[src/rtl/bus_controller.sv]
// Bus master stage between the CPU control unit and the memory/peripheral port.
// Runs one req/ready transaction per start pulse, with a misalignment check and a wait-state timeout.
module bus_controller #(
    parameter int ADDR_W  = 32,
    parameter int DATA_W  = 32,
    parameter int TIMEOUT = 255
) (
    input  logic              clk,
    input  logic              rst,
    input  logic              BUS_start_transaction,
    input  logic              BUS_mode,
    input  logic [ADDR_W-1:0] BUS_addr,
    input  logic [DATA_W-1:0] BUS_wdata,
    output logic [DATA_W-1:0] BUS_rdata,
    output logic              BUS_rdata_valid,
    output logic              BUS_write_done,
    output logic              BUS_err,
    output logic              BUS_busy,
    output logic              mem_req,
    output logic              mem_we,
    output logic [ADDR_W-1:0] mem_addr,
    output logic [DATA_W-1:0] mem_wdata,
    input  logic [DATA_W-1:0] mem_rdata,
    input  logic              mem_ready
);

    typedef enum logic [1:0] {
        ST_IDLE = 2'd0,
        ST_REQ  = 2'd1,
        ST_DONE = 2'd2,
        ST_ERR  = 2'd3
    } state_t;

    localparam logic [7:0] WAIT_LAST = 8'(TIMEOUT - 1);

    state_t            state_r, state_s;
    logic              mode_r, mode_s;
    logic [ADDR_W-1:0] addr_r, addr_s;
    logic [DATA_W-1:0] wdata_r, wdata_s;
    logic [DATA_W-1:0] rdata_r, rdata_s;
    logic [7:0]        wait_cnt_r, wait_cnt_s;

    logic              req_r, req_s;
    logic              we_r, we_s;
    logic              rdata_valid_r, rdata_valid_s;
    logic              write_done_r, write_done_s;
    logic              err_r, err_s;
    logic              busy_r, busy_s;

    // Next-state, latch and output decode; outputs are derived from the next state so they register in step with it.
    always_comb begin
        state_s    = state_r;
        mode_s     = mode_r;
        addr_s     = addr_r;
        wdata_s    = wdata_r;
        rdata_s    = rdata_r;
        wait_cnt_s = wait_cnt_r;

        case (state_r)
            ST_IDLE: begin
                if (BUS_start_transaction) begin
                    mode_s  = BUS_mode;
                    addr_s  = BUS_addr;
                    wdata_s = BUS_wdata;
                    if (BUS_addr[1:0] != 2'b00) begin
                        state_s = ST_ERR;
                        // A failed read must not leave stale data looking valid.
                        if (!BUS_mode) begin
                            rdata_s = {DATA_W{1'b0}};
                        end else begin
                            rdata_s = rdata_r;
                        end
                    end else begin
                        wait_cnt_s = 8'd0;
                        state_s    = ST_REQ;
                    end
                end else begin
                    state_s = ST_IDLE;
                end
            end
            ST_REQ: begin
                if (mem_ready) begin
                    if (!mode_r) begin
                        rdata_s = mem_rdata;
                    end else begin
                        rdata_s = rdata_r;
                    end
                    state_s = ST_DONE;
                end else if (wait_cnt_r == WAIT_LAST) begin
                    if (!mode_r) begin
                        rdata_s = {DATA_W{1'b0}};
                    end else begin
                        rdata_s = rdata_r;
                    end
                    state_s = ST_ERR;
                end else begin
                    wait_cnt_s = wait_cnt_r + 8'd1;
                    state_s    = ST_REQ;
                end
            end
            ST_DONE: state_s = ST_IDLE;
            ST_ERR:  state_s = ST_IDLE;
            default: state_s = ST_IDLE;
        endcase

        req_s         = (state_s == ST_REQ);
        we_s          = (state_s == ST_REQ) && mode_s;
        err_s         = (state_s == ST_ERR);
        busy_s        = (state_s != ST_IDLE);
        rdata_valid_s = ((state_s == ST_DONE) || (state_s == ST_ERR)) && !mode_s;
        write_done_s  = ((state_s == ST_DONE) || (state_s == ST_ERR)) && mode_s;
    end

    // FSM state register.
    always_ff @(posedge clk or posedge rst) begin
        if (rst) begin
            state_r <= ST_IDLE;
        end else begin
            state_r <= state_s;
        end
    end

    // Transaction latches, wait counter and registered outputs.
    always_ff @(posedge clk or posedge rst) begin
        if (rst) begin
            mode_r        <= 1'b0;
            addr_r        <= {ADDR_W{1'b0}};
            wdata_r       <= {DATA_W{1'b0}};
            rdata_r       <= {DATA_W{1'b0}};
            wait_cnt_r    <= 8'd0;
            req_r         <= 1'b0;
            we_r          <= 1'b0;
            rdata_valid_r <= 1'b0;
            write_done_r  <= 1'b0;
            err_r         <= 1'b0;
            busy_r        <= 1'b0;
        end else begin
            mode_r        <= mode_s;
            addr_r        <= addr_s;
            wdata_r       <= wdata_s;
            rdata_r       <= rdata_s;
            wait_cnt_r    <= wait_cnt_s;
            req_r         <= req_s;
            we_r          <= we_s;
            rdata_valid_r <= rdata_valid_s;
            write_done_r  <= write_done_s;
            err_r         <= err_s;
            busy_r        <= busy_s;
        end
    end

    assign BUS_rdata       = rdata_r;
    assign BUS_rdata_valid = rdata_valid_r;
    assign BUS_write_done  = write_done_r;
    assign BUS_err         = err_r;
    assign BUS_busy        = busy_r;
    assign mem_req         = req_r;
    assign mem_we          = we_r;
    assign mem_addr        = addr_r;
    assign mem_wdata       = wdata_r;

endmodule
[config.mk]
export PLATFORM = sky130hd
export DESIGN_NAME = bus_controller
export DESIGN_NICKNAME = d
export VERILOG_FILES = /design/src/rtl/bus_controller.sv
export SDC_FILE = /design/constraint.sdc
export NUM_CORES = 1
export LEC_CHECK = 0
export BUFFER_PORTS_ARGS = -buffer_cell sky130_fd_sc_hd__clkbuf_2
export CORE_UTILIZATION = 46
export DETAILED_ROUTE_END_ITERATION = 10
export PLACE_DENSITY = 0.86
export SLEW_MARGIN = 20
export SYNTH_ARGS = -nofsm -noshare
export SYNTH_HDL_FRONTEND = slang
export SYNTH_SLANG_ARGS = --single-unit
[constraint.sdc]
create_clock -name clk -period 3.62 [get_ports clk]
set_input_delay 0.362 -clock clk [delete_from_list [all_inputs] [get_ports clk]]
set_output_delay 0.362 -clock clk [all_outputs]
set_load 0.05 [all_outputs]
==> out/results.txt <==
diodes inserted - 0
share of cells above drive strength 1 - 60.4%
Final Wtd Congestion - 0.833
synthesis warning total - 0
worst-path cell chain - or3b_2 -> or3_1 -> o31a_2 -> a22o_1
Die Y - 98.8 um
worst path required time - 3.99 ns
Port Buf Inserts - 202
Hold Fails Final Rpt - 11
Bufs and invs on worst path - 0
Filler cells - 650
# resized after CTS - 0
most frequent cells in the layout - 202 x clkbuf_2, 113 x dfrtp_1, 65 x mux2_2
critical path's slowest cell - or3b_2
pin count of the biggest net entering global routing - 83
Routed wire per std cell - 15.3 um
DR iter-0 viols - 118
crit start category - register
CP peak stage delay - 0.51 ns
Final TNS setup - 0 ns
Final min period - 2.09 ns
Seq/Total Area, Yosys - 65.5%
Global Route Usage Sum - 20.3%
Clock Skews - 0.00835 ns
WL final - 9450 um
die outline area - 9770 sq um
most common cell after layout, fill and taps aside - clkbuf_2
core area - 8890 sq um
Routed Antenna Nets - 0
register bit total from synthesis - 113
Crit. End Element - register
maxcap violations - 0
max_slew headroom - 46.2%
FMAX - 479 MHz
CTS tree - yes
CTS Buf Count - 17
IO Count - 203
Layout Area Growth over Synthesis - 41.2%
# DRC - 0
Die X - 98.8 um
vias per cell - 5.02
CTS Hold Buffers Added - 0
crit path DAT - 2.46 ns
Worst-Skew Late Latency - 0.49 ns
Mapped Nets - 390
Crit path max-delay family - simple AND/OR/NAND/NOR gates
Syn Inst Count - 287
Cell variety after synth - 34
vias in the first global route - 3227
crit-path max FO - 33
fin crit share - 57.6%
total grt overflow - 0
DRT Pass-1 Iters - 4
htree depth - 4
Worst Max-Slew Pin Slew - 0.807 ns
Detail Placement HPWL - 6720 um
first-pass GRT wire length - 15200 um
initial core utilization - 48.5%
WS Path Type - reg -> reg
initial antenna violation count - 0
clock sink count - 113
# rows - 34
failing checks - negative hold slack
clk root buf - clkbuf_8
Slew Limit Fails - 0
area leader, netlist - dfrtp_1
share of the synthesized area in the top cell type - 65.5%
postcts setup bufs - 0
RSZ-0062 raised after global routing - false
Worst Hold Class - in -> async
status - finished with violations
area of the mapped netlist - 4310 sq um
via count - 3101
clock buffer depth - 2
WHS - -0.0214 ns
syn avg cell area - 15.0 sq um
clock slew at reported path FFs - 0.06 ns
net count reported at finish - 600
dominant cells by area after synthesis - dfrtp_1 66%, mux2_2 17%, a22o_1 6.5%
final setup vio count - 0
-- cell usage after synthesis, drive strengths merged --
cell type	n
a211oi	1
a21o	1
a21oi	8
a22o	32
a31oi	6
and2	3
and3	2
and4	1
buf	9
clkbuf	6
dfrtp	113
ha	2
inv	5
mux2	65
mux2i	1
nand2	5
nand2b	3
nand3	3
nand4	1
nor2	6
nor2b	1
nor3b	1
o2111ai	1
o21a	1
o21ai	4
o22ai	1
o31a	1
o32ai	1
or3	1
or3b	1
or4b	1
-- area by class of cell --
type	instances	area [sq um]	area share, %
clock inverters	12	229	3.76
inverters	5	23.8	0.390
multi-input cells	154	1380	22.7
clock buffers	20	455	7.47
repair buffers	206	1040	17.1
well taps	108	135	2.22
flip-flops and latches	113	2830	46.4
-- layer usage --
| metal | track usage [%] | vias to the layer above | wire (um) |
|---|---|---|---|
| li1 | - | 1469 | - |
| met1 | 25.3 | 1477 | 4120 |
| met2 | 33.7 | 147 | 4650 |
| met3 | 6.03 | 8 | 578 |
| met4 | 7.46 | 0 | 100 |
| met5 | 0 | - | 0 |
-- kinds of logic after synthesis --
family	synth area share, %
adders and majority gates	0.580
buffers and inverters	2.55
and+or+nand+nor	3.71
AOI/OAI and AO/OA	10.4
muxes	17.2
DFF	65.5
-- metrics by stage --
step,std cells,worst slack (ns),utilization (%),hold WS (ns),area (sq um)
5_1_grt,618,1.47,68.5,0.0413,6090
3_5_place_dp,586,1.55,60.8,0.485,5410
3_3_place_gp,586,1.61,60.8,0.482,5410
6_report,618,1.53,68.5,-0.0214,6090
2_1_floorplan,287,0.271,-,0.465,4310
4_1_cts,618,1.54,68.5,0.0646,6090
-- worst paths after layout --
kind / startpoint / to / slack, ns / depth (start not counted)
min in group clk: mem_rdata[21] / BUS_rdata[21]$_DFFE_PP0P_ / 0.09 / 2
min: rst / mem_wdata[27]$_DFFE_PP0P_ / -0.02 / 2
min reg2reg: BUS_rdata[22]$_DFFE_PP0P_ / BUS_rdata[22]$_DFFE_PP0P_ / 0.50 / 1
max: state_r[0]$_DFF_PP0_ / BUS_rdata[6]$_DFFE_PP0P_ / 1.53 / 4
max reg2reg: state_r[0]$_DFF_PP0_ / BUS_rdata[6]$_DFFE_PP0P_ / 1.53 / 4
max in group asynchronous: rst / wait_cnt_r[6]$_DFFE_PP0P_ / 2.90 / 3
-- flip-flops by register name, indices dropped and copies added, names as in the netlist --
register and count:
BUS_busy 1, BUS_err 1, BUS_rdata 32, BUS_rdata_valid 1, BUS_write_done 1, mem_addr 32, mem_req 1, mem_wdata 32
mem_we 1, mode_r 1, state_r 2, wait_cnt_r 8
-- worst register-to-register path, cell delays in order, from the launching register on --
cell     delay (ns)
dfrtp_1        0.49
or3b_2         0.52
or3_1          0.36
o31a_2         0.32
a22o_1         0.29
Power is left out: the tool's default activity adds up to more than one toggle a clock period on the data nets, which glitch-free logic cannot reach.
